File: config.mk
export PLATFORM = sky130hd
export DESIGN_NAME = pc_fetch_stage
export DESIGN_NICKNAME = d
export VERILOG_FILES = /design/src/rtl/pc_fetch_stage_pkg.sv /design/src/rtl/pc_fetch_stage_ifid_pipe_reg.sv /design/src/rtl/pc_fetch_stage.sv
export SDC_FILE = /design/constraint.sdc
export NUM_CORES = 1
export LEC_CHECK = 0
export ABC_AREA = 1
export CAP_MARGIN = 20
export CORE_ASPECT_RATIO = 0.9
export CORE_MARGIN = 3
export CORE_UTILIZATION = 43
export CTS_CLUSTER_DIAMETER = 50
export DETAILED_ROUTE_END_ITERATION = 7
export GPL_TIMING_DRIVEN = 0
export PLACE_DENSITY = 0.89
export SETUP_SLACK_MARGIN = 0.1
export SLEW_MARGIN = 20
export SYNTH_ARGS = -nofsm -noshare
export SYNTH_HDL_FRONTEND = slang
export SYNTH_SLANG_ARGS = --single-unit
export TNS_END_PERCENT = 50
File: constraint.sdc
create_clock -name Clk -period 1.7 [get_ports Clk]
set_input_delay 0.34 -clock Clk [delete_from_list [all_inputs] [get_ports Clk]]
set_output_delay 0.34 -clock Clk [all_outputs]
set_load 0.005 [all_outputs]
File: src/rtl/pc_fetch_stage_pkg.sv
`default_nettype none
// ============================================================================
// Module      : pc_fetch_stage_pkg
// Description : Shared types and constants for the PC / instruction-fetch
//               stage: fetch FSM encoding, bubble word, reset PC.
// Revision    : 1.0 - initial release
// ============================================================================
package pc_fetch_stage_pkg;

  // FETCH: normal fetching. DISCARD: waiting out a fetch whose result is
  // already known to be on the wrong path.
  typedef enum logic {
    FETCH   = 1'b0,
    DISCARD = 1'b1
  } fetch_state_e;

  // sll $0,$0,0 - the architectural no-op used for bubbles and flushes.
  localparam logic [31:0] C_NOP_WORD = 32'h0000_0000;

  // PC loaded when leaving reset.
  localparam logic [31:0] C_RESET_PC = 32'h0000_0000;

  // Redirect targets must be word aligned; the low two bits are dropped.
  function automatic logic [31:0] align_word(input logic [31:0] addr);
    return {addr[31:2], 2'b00};
  endfunction

endpackage
`default_nettype wire

File: src/rtl/pc_fetch_stage_ifid_pipe_reg.sv
`default_nettype none
// ============================================================================
// Module      : ifid_pipe_reg
// Description : 65-bit IF/ID pipeline register {PC+4, instruction, valid}
//               with load, flush and implicit hold.
// Revision    : 1.0 - initial release
// ============================================================================
module ifid_pipe_reg
  import pc_fetch_stage_pkg::*;
#(
  parameter logic [31:0] NOP_INSTR = C_NOP_WORD
) (
  input  logic        clk_i,
  input  logic        rst_n_i,
  input  logic        load_i,
  input  logic        flush_i,
  input  logic [31:0] pc_plus4_i,
  input  logic [31:0] instr_i,
  output logic [31:0] pc_plus4_o,
  output logic [31:0] instr_o,
  output logic        valid_o
);

  logic [31:0] pc_plus4_q;
  logic [31:0] instr_q;
  logic        valid_q;

  // Reset and flush both leave a bubble; flush beats load; otherwise hold.
  always_ff @(posedge clk_i) begin
    if (!rst_n_i || flush_i) begin
      pc_plus4_q <= 32'h0000_0000;
      instr_q    <= NOP_INSTR;
      valid_q    <= 1'b0;
    end else if (load_i) begin
      pc_plus4_q <= pc_plus4_i;
      instr_q    <= instr_i;
      valid_q    <= 1'b1;
    end
  end

  assign pc_plus4_o = pc_plus4_q;
  assign instr_o    = instr_q;
  assign valid_o    = valid_q;

endmodule
`default_nettype wire

File: src/rtl/pc_fetch_stage.sv
`default_nettype none
// ============================================================================
// Module      : pc_fetch_stage
// Description : Program counter, next-PC selection (PC+4 / branch / jump),
//               instruction-memory ready handshake and IF/ID register.
// Revision    : 1.0 - initial release
// ============================================================================
module pc_fetch_stage
  import pc_fetch_stage_pkg::*;
#(
  parameter logic [31:0] RESET_PC  = C_RESET_PC,
  parameter logic [31:0] NOP_INSTR = C_NOP_WORD
) (
  input  logic        Clk,
  input  logic        Reset,
  input  logic [31:0] PCAddResult,
  input  logic        BranchTaken,
  input  logic [31:0] BranchTarget,
  input  logic        Jump,
  input  logic [31:0] JumpTarget,
  input  logic        Stall,
  input  logic        ImemReady,
  input  logic [31:0] Instruction,
  output logic [31:0] PCResult,
  output logic [31:0] ImemAddr,
  output logic        ImemReq,
  output logic [31:0] IFID_PCPlus4,
  output logic [31:0] IFID_Instruction,
  output logic        IFID_Valid
);

  fetch_state_e state_q, state_d;
  logic [31:0]  pc_q, pc_d;
  logic [31:0]  pend_q, pend_d;

  logic         redirect;
  logic [31:0]  target;
  logic         ifid_load;
  logic         ifid_flush;

  // Jump wins over a simultaneous branch; the target is always word aligned.
  assign redirect = Jump | BranchTaken;
  assign target   = align_word(Jump ? JumpTarget : BranchTarget);

  // State, PC and pending-target registers; reset overrides everything.
  always_ff @(posedge Clk) begin
    if (!Reset) begin
      state_q <= FETCH;
      pc_q    <= RESET_PC;
      pend_q  <= 32'h0000_0000;
    end else begin
      state_q <= state_d;
      pc_q    <= pc_d;
      pend_q  <= pend_d;
    end
  end

  // Next-PC selection, fetch FSM and IF/ID control. A redirect beats a stall
  // because the redirecting instruction is older than the stalled one.
  always_comb begin
    state_d    = state_q;
    pc_d       = pc_q;
    pend_d     = pend_q;
    ifid_load  = 1'b0;
    ifid_flush = 1'b0;
    case (state_q)
      FETCH: begin
        if (ImemReady) begin
          if (redirect) begin
            pc_d       = target;
            ifid_flush = 1'b1;
          end else if (!Stall) begin
            pc_d      = PCAddResult;
            ifid_load = 1'b1;
          end
        end else begin
          if (redirect) begin
            // The fetch of the old PC is still in flight; remember where to go
            // once it completes instead of changing the address under it.
            pend_d     = target;
            ifid_flush = 1'b1;
            state_d    = DISCARD;
          end else if (!Stall) begin
            ifid_flush = 1'b1;
          end
        end
      end
      DISCARD: begin
        ifid_flush = 1'b1;
        if (redirect) begin
          pend_d = target;
        end
        if (ImemReady) begin
          pc_d    = redirect ? target : pend_q;
          state_d = FETCH;
        end
      end
      default: begin
        state_d = FETCH;
      end
    endcase
  end

  ifid_pipe_reg #(
    .NOP_INSTR (NOP_INSTR)
  ) u_ifid (
    .clk_i      (Clk),
    .rst_n_i    (Reset),
    .load_i     (ifid_load),
    .flush_i    (ifid_flush),
    .pc_plus4_i (PCAddResult),
    .instr_i    (Instruction),
    .pc_plus4_o (IFID_PCPlus4),
    .instr_o    (IFID_Instruction),
    .valid_o    (IFID_Valid)
  );

  assign PCResult = pc_q;
  assign ImemAddr = pc_q;
  assign ImemReq  = Reset;

endmodule
`default_nettype wire

==> run_results.csv, run 1 <==
group,metric,value,unit
finish,area_delta_synth_final,57.6,%
setup_path,ff2ff_setup_slack,0.10,ns
grt,track_usage,26.0,%
drt,route.final.wire_length,21200,um
hold_path,holdCritStartpoint,"Reset",
power,p_clk_share,47.6,%
placement,port_buffers,257,
setup_path,r2r_cells,9,
setup_path,start_kind,"register",
clock_network,clock_latency,0.42,ns
floorplanning,die_w,131,um
logic_synthesis,synth.avg_cell_area,6.57,um2
sta,fin_skew,0.00522,ns
grt,grt_pass1_wl,32600,um
setup_path,r2r-end,"u_ifid.instr_o[20]",
logic_synthesis,yosys_register_bits,130,
finish,diodes,0,
logic_synthesis,async_flop_share,0,%
sta,rsz0062_at_grt,"true",
placement,hpwl,16400,um
floorplanning,io_pins,264,
setup_path,crit_type,"reg2reg",
finish,drive_gt1_share,12.8,%
drt,drt-initial-drc-count,508,
setup_path,required,2.00,ns
drt,drtPass1Iterations,6,
clock_network,cts_tree,"built",
logic_synthesis,synth.distinct_cells,19,
setup_path,cpMaxStageDelayCell,"dfxtp_1",
power,leakage,4.55,nW
setup_path,crit_path_end_kind,"register",
sta,drv_slew,0,
logic_synthesis,yosysSeqAreaShare,42.8,%
sta,final_hold_viol_count,0,
setup_path,max_stage_delay,0.30,ns
finish,finalNetCount,1338,
setup_path,crit_fanout,10,
drt,wl_per_cell,15.1,um
power,p_seq_share,37.1,%
clock_network,path_clk_slew,0.05,ns
power,p_per_area,922,nW/um2
logic_synthesis,synth_flop_cell,"dfxtp_1",
power,comb_power_share,15.3,%
logic_synthesis,synth_edf_count,0,
clock_network,cts-root-buf,"clkbuf_16",
setup_path,r2r-start,"state_q",
sta,maxSlewHeadroom,68.2,%
grt,grt-ovfl-total,0,
finish,stdcell_count,1406,
drt,vias,6888,
logic_synthesis,syn_area,6090,um2
logic_synthesis,ys_top_cells_by_count,"nand2_1, nor2_1, dfxtp_1, nand3_1, inv_1",
logic_synthesis,yosys-top-cells-area,"dfxtp_1, nand2_1, nor2_1, nand3_1, buf_4",
power,p_sw_share,23.2,%
sta,fmax,627,MHz
setup_path,critPathLaunch,"state_q",
hold_path,min_path_type,"in2reg",
grt,first_global_vias,6370,
sta,fin_crit,1.60,ns
floorplanning,die_area,15600,um2
logic_synthesis,synth_area_leader_cell,"dfxtp_1",
drt,ant_nets,0,
drt,drc,0,
setup_path,cp_data_arrival_time,1.90,ns
grt,grt_max_degree,17,
placement,gp_congestion,0.889,
logic_synthesis,syn-instance-count,926,
clock_network,h-tree-depth,4,
logic_synthesis,synth.most_common_cell,"nand2_1",
floorplanning,die_h,119,um
logic_synthesis,syn_nets,1060,
drt,via_per_inst,4.90,
sta,worst_pin_slew,0.476,ns
setup_path,crit_chain,"clkbuf_4 -> inv_6 -> nand2_2 -> inv_2 -> nand3_2 -> buf_6 -> buf_2 -> o21ai_0 -> nor2_1",
sta,fin_crit_sh,93.9,%
power,p_int,6.79,mW
floorplanning,core-area,13600,um2
floorplanning,start_util,44.7,%
sta,hold_ws,0.273,ns
logic_synthesis,synth_top_area_share,42.8,%
power,switchingPower,2.06,mW
floorplanning,rows,40,
power,vdd_drop_max,641,uV
grt,antenna_found_initial,0,
hold_path,whs_endpoint,"ImemAddr[29]",
logic_synthesis,yosysWarnings,0,
clock_network,clk_path_buf_depth,2,
outcome,status,"completed",
clock_network,numCtsBuffers,17,
flow_run,max_cap_violations,0,
sta,setup_viol,0,
placement,dpl.cell_count,1372,
clock_network,clock-sinks,130,
hold_path,hold_depth,3,
==> metal layers <==
metal | up-vias | global-route usage [%] | share of wire (%)
met2 | 336 | 44.0 | 48
met4 | 0 | 9.58 | 2.8
met3 | 40 | 6.84 | 8.0
met5 | - | 0 | 0
li1 | 3442 | - | -
met1 | 3070 | 32.0 | 41
==> per-stage QoR <==
step	worst slack [ns]	instance area [um2]	total power, mW	utilization (%)	setup TNS [ns]
2_1_floorplan	0.332	6090	3.96	-	0
3_3_place_gp	-0.383	8900	4.70	65.3	-34.31
3_5_place_dp	-0.418	8900	4.73	65.3	-35.72
4_1_cts	0.100	9540	8.84	70.1	0
5_1_grt	0.0404	9600	9.14	70.5	0
6_report	0.104	9600	8.85	70.5	0
==> final cells by class <==
cell class	count	area [um2]
Fill cell	1109	4020
Multi-Input combinational cell	640	2730
Sequential cell	130	2650
Timing Repair Buffer	259	2460
Buffer	97	604
Clock buffer	23	488
Tap cell	189	236
Inverter	59	226
Clock inverter	9	199
==> flip-flops by register name (all words and copies together) (netlist names) <==
register           count
pend_q                32
u_ifid.pc_plus4_o     32
u_ifid.valid_o         1
u_ifid.instr_o        32
state_q                1
ImemAddr              32
==> cells in the final DEF (no fill, tap or decap) <==
| cell | instances |
|---|---|
| nand2_1 | 218 |
| nand3_2 | 2 |
| inv_1 | 55 |
| dfxtp_4 | 2 |
| clkbuf_8 | 4 |
| buf_2 | 21 |
| clkinv_4 | 1 |
| nor2_2 | 1 |
| clkbuf_4 | 8 |
| nor2_1 | 194 |
| bufinv_16 | 6 |
| buf_6 | 5 |
| dfxtp_1 | 95 |
| clkinv_2 | 2 |
| clkbuf_16 | 17 |
| nand3_1 | 122 |
| nor3_1 | 2 |
| o21ai_0 | 23 |
| o21a_1 | 1 |
| a21oi_1 | 31 |
| inv_6 | 1 |
| o21ai_2 | 5 |
| clkdlybuf4s50_1 | 145 |
| inv_2 | 3 |
| buf_1 | 5 |
| dlymetal6s2s_1 | 4 |
| dlygate4sd2_1 | 107 |
| o21ai_1 | 38 |
| clkbuf_1 | 21 |
| nand2_2 | 2 |
| buf_4 | 42 |
| dfxtp_2 | 33 |
| nor2_4 | 1 |
==> timing repair <==
item,CTS,global route
endpoints found under the setup margin,172,88
hold buffers,0,0
resized for setup,158,41
buffers inserted,2,0
==> worst max-delay path, delay by kind of cell, from the launching register on <==
kind / cells / cell delay (ns)
DFF: 1 / 0.30
AOI/OAI and AO/OA: 1 / 0.21
buffers and inverters: 5 / 0.72
and+or+nand+nor: 3 / 0.25
==> cell families (layout without fill, tap and decap cells) <==
logic type      count (synthesis)  in the layout  share of synthesized area (%)
compound gates                 98             98                           8.10
buf+inv                       156            447                           12.8
flops                         130            130                           42.8
simple gates                  542            542                           36.3
==> worst max-delay path by stage <==
stage                                  endpoint  depth (start not counted)  slack, ns
final                        u_ifid.instr_o[20]                          9       0.10
after global placement    u_ifid.pc_plus4_o[14]                          8      -0.38
after global routing         u_ifid.instr_o[20]                          9       0.04
after floorplan                    ImemAddr[10]                          9       0.33
after detailed placement     u_ifid.instr_o[30]                          8      -0.42
after CTS                          ImemAddr[23]                          1       0.10
==> power groups by stage <==
| stage | Sequential, mW | Combinational, mW | Clock, mW |
|---|---|---|---|
| global route | 3.29 | 1.49 | 4.36 |
| finish | 3.28 | 1.36 | 4.21 |
| detailed placement | 3.33 | 1.40 | 0 |
| CTS | 3.28 | 1.33 | 4.23 |
| global placement | 3.33 | 1.37 | 0 |
| floorplan | 3.31 | 0.654 | 0 |
Power figures use the tool's default switching activity.
==> run 2: changes to the inputs <==
- CORE_UTILIZATION: 43 -> 29
- DONT_BUFFER_PORTS: not set -> 1
- PLACE_DENSITY: 0.89 -> 0.51
==> run 2 against run 1 <==
Clock-buffer cell count unchanged. Register-to-register slack better by 0.06 ns. Wire length down 3.6%. First-iteration DRC count is 29% lower. Critical endpoint is now u_ifid.instr_o[29]. Largest cell class is now multi-input combinational cells.
==> run_results.csv, run 2 (synthesized netlist as in run 1, its figures left out) <==
group,metric,value,unit
outcome,status,"completed",
clock_network,h-tree-depth,4,
sta,hold_ws,0.0710,ns
setup_path,cp_data_arrival_time,1.85,ns
floorplanning,die_h,143,um
floorplanning,rows,49,
sta,fin_crit,1.54,ns
drt,drc,0,
finish,area_delta_synth_final,17.7,%
drt,wl_per_cell,16.5,um
clock_network,cts_tree,"built",
placement,gp_congestion,0.855,
power,leakage,3.06,nW
sta,final_hold_viol_count,0,
grt,grt-ovfl-total,0,
grt,antenna_found_initial,0,
hold_path,holdCritStartpoint,"PCAddResult[5]",
sta,fmax,650,MHz
sta,drv_slew,0,
grt,grt_pass1_wl,30400,um
clock_network,clk_path_buf_depth,2,
power,p_per_area,1100,nW/um2
finish,diodes,0,
clock_network,clock-sinks,130,
drt,route.final.wire_length,20500,um
finish,finalNetCount,1082,
placement,dpl.cell_count,1206,
sta,fin_crit_sh,90.6,%
setup_path,r2r-start,"state_q",
setup_path,required,2.01,ns
hold_path,min_path_type,"in2reg",
placement,hpwl,16400,um
finish,stdcell_count,1241,
floorplanning,die_w,159,um
sta,fin_skew,0.00708,ns
power,vdd_drop_max,610,uV
clock_network,cts-root-buf,"clkbuf_16",
drt,via_per_inst,4.46,
sta,maxSlewHeadroom,65.6,%
drt,ant_nets,0,
sta,setup_viol,0,
finish,final_cell_mix,"nand2_1, nor2_1, dfxtp_1",
floorplanning,die_area,22800,um2
finish,final_area,7160,um2
finish,n_fill_cell,2293,
setup_path,crit_type,"reg2reg",
setup_path,start_kind,"register",
finish,drive_gt1_share,12.7,%
setup_path,crit_path_end_kind,"register",
floorplanning,io_pins,264,
drt,drtPass1Iterations,4,
sta,worst_pin_slew,0.516,ns
grt,grt_max_degree,17,
floorplanning,core-area,20300,um2
grt,track_usage,17.4,%
grt,first_global_vias,5155,
clock_network,path_clk_slew,0.06,ns
clock_network,numCtsBuffers,17,
placement,port_buffers,0,
setup_path,critPathLaunch,"state_q",
finish,layout_commonest_cell,"nand2_1",
clock_network,clock_latency,0.42,ns
drt,drt-initial-drc-count,360,
placement,place_area,6440,um2
drt,vias,5533,
setup_path,crit_fanout,10,
floorplanning,start_util,30.0,%
sta,rsz0062_at_grt,"true",
flow_run,max_cap_violations,0,
run 2: cell count changes in the layout (fill, tap and decap cells not counted), moves of 3 or more:
cell and delta:
dfxtp_1 +35, clkdlybuf4s50_1 -145, buf_2 +4, dfxtp_2 -33, o21ai_1 -7, clkbuf_4 -6, dlygate4sd2_1 -107, dlymetal6s2s_1 -4
bufinv_16 -3, o21ai_0 +5
run 2: cell type report:
cell class	count	area (um2)	share of cell area, %
multi-input cells	640	2750	38.4
flip-flops and latches	130	2600	36.3
plain buffers	97	612	8.54
clock buffers	23	468	6.53
well taps	280	350	4.89
inverters	59	226	3.16
clock inverters	9	130	1.82
repair buffers	3	25.0	0.349
run 2: power breakdown:
group | switching, mW | total [mW] | internal [mW]
logic | 0.525 | 0.851 | 0.326
clock network | 1.36 | 3.74 | 2.38
registers | 0.113 | 3.29 | 3.17
run 2: critical path, stage by stage, from the launching register on:
cell and delay [ns]:
dfxtp_1 0.29, buf_4 0.16, inv_6 0.08, nand2_4 0.07, inv_2 0.08, nand3_4 0.09
buf_8 0.15, buf_4 0.16, buf_6 0.14, o21ai_1 0.15, nor2_1 0.05
run 2: worst paths after layout:
path                     endpoint  slack, ns  depth (start not counted)
max            u_ifid.instr_o[29]       0.16                         10
min          u_ifid.pc_plus4_o[5]       0.07                          2
max reg2reg    u_ifid.instr_o[29]       0.16                         10
min reg2reg             pend_q[0]       0.46                          2
run 2: routing by layer:
metal,track usage (%),vias up,share of wire [%],wire (um)
met2,26.9,187,45,9150
li1,-,2923,-,-
met1,22.8,2399,46,9350
met3,5.24,24,7.2,1480
met5,0,-,0,0
met4,7.09,0,2.4,485
run 2: through the flow:
| step | TNS (ns) | setup slack (ns) | total power [mW] | util (%) |
|---|---|---|---|---|
| 4_1_cts | 0 | 0.0819 | 7.93 | 34.8 |
| 2_1_floorplan | 0 | 0.332 | 3.96 | - |
| 5_1_grt | 0 | 0.0762 | 8.22 | 35.3 |
| 3_5_place_dp | -0.647 | -0.110 | 4.19 | 31.7 |
| 6_report | 0 | 0.160 | 7.88 | 35.3 |
| 3_3_place_gp | -0.687 | -0.112 | 4.18 | 31.7 |
run 2: repair_timing:
action,4_1_cts,5_1_grt
hold buffers,1,0
setup endpoints to repair,49,71
gates cloned,0,0
setup buffers,0,2
resized for setup,19,39
hold endpoints to repair,1,0
pin swaps,0,0
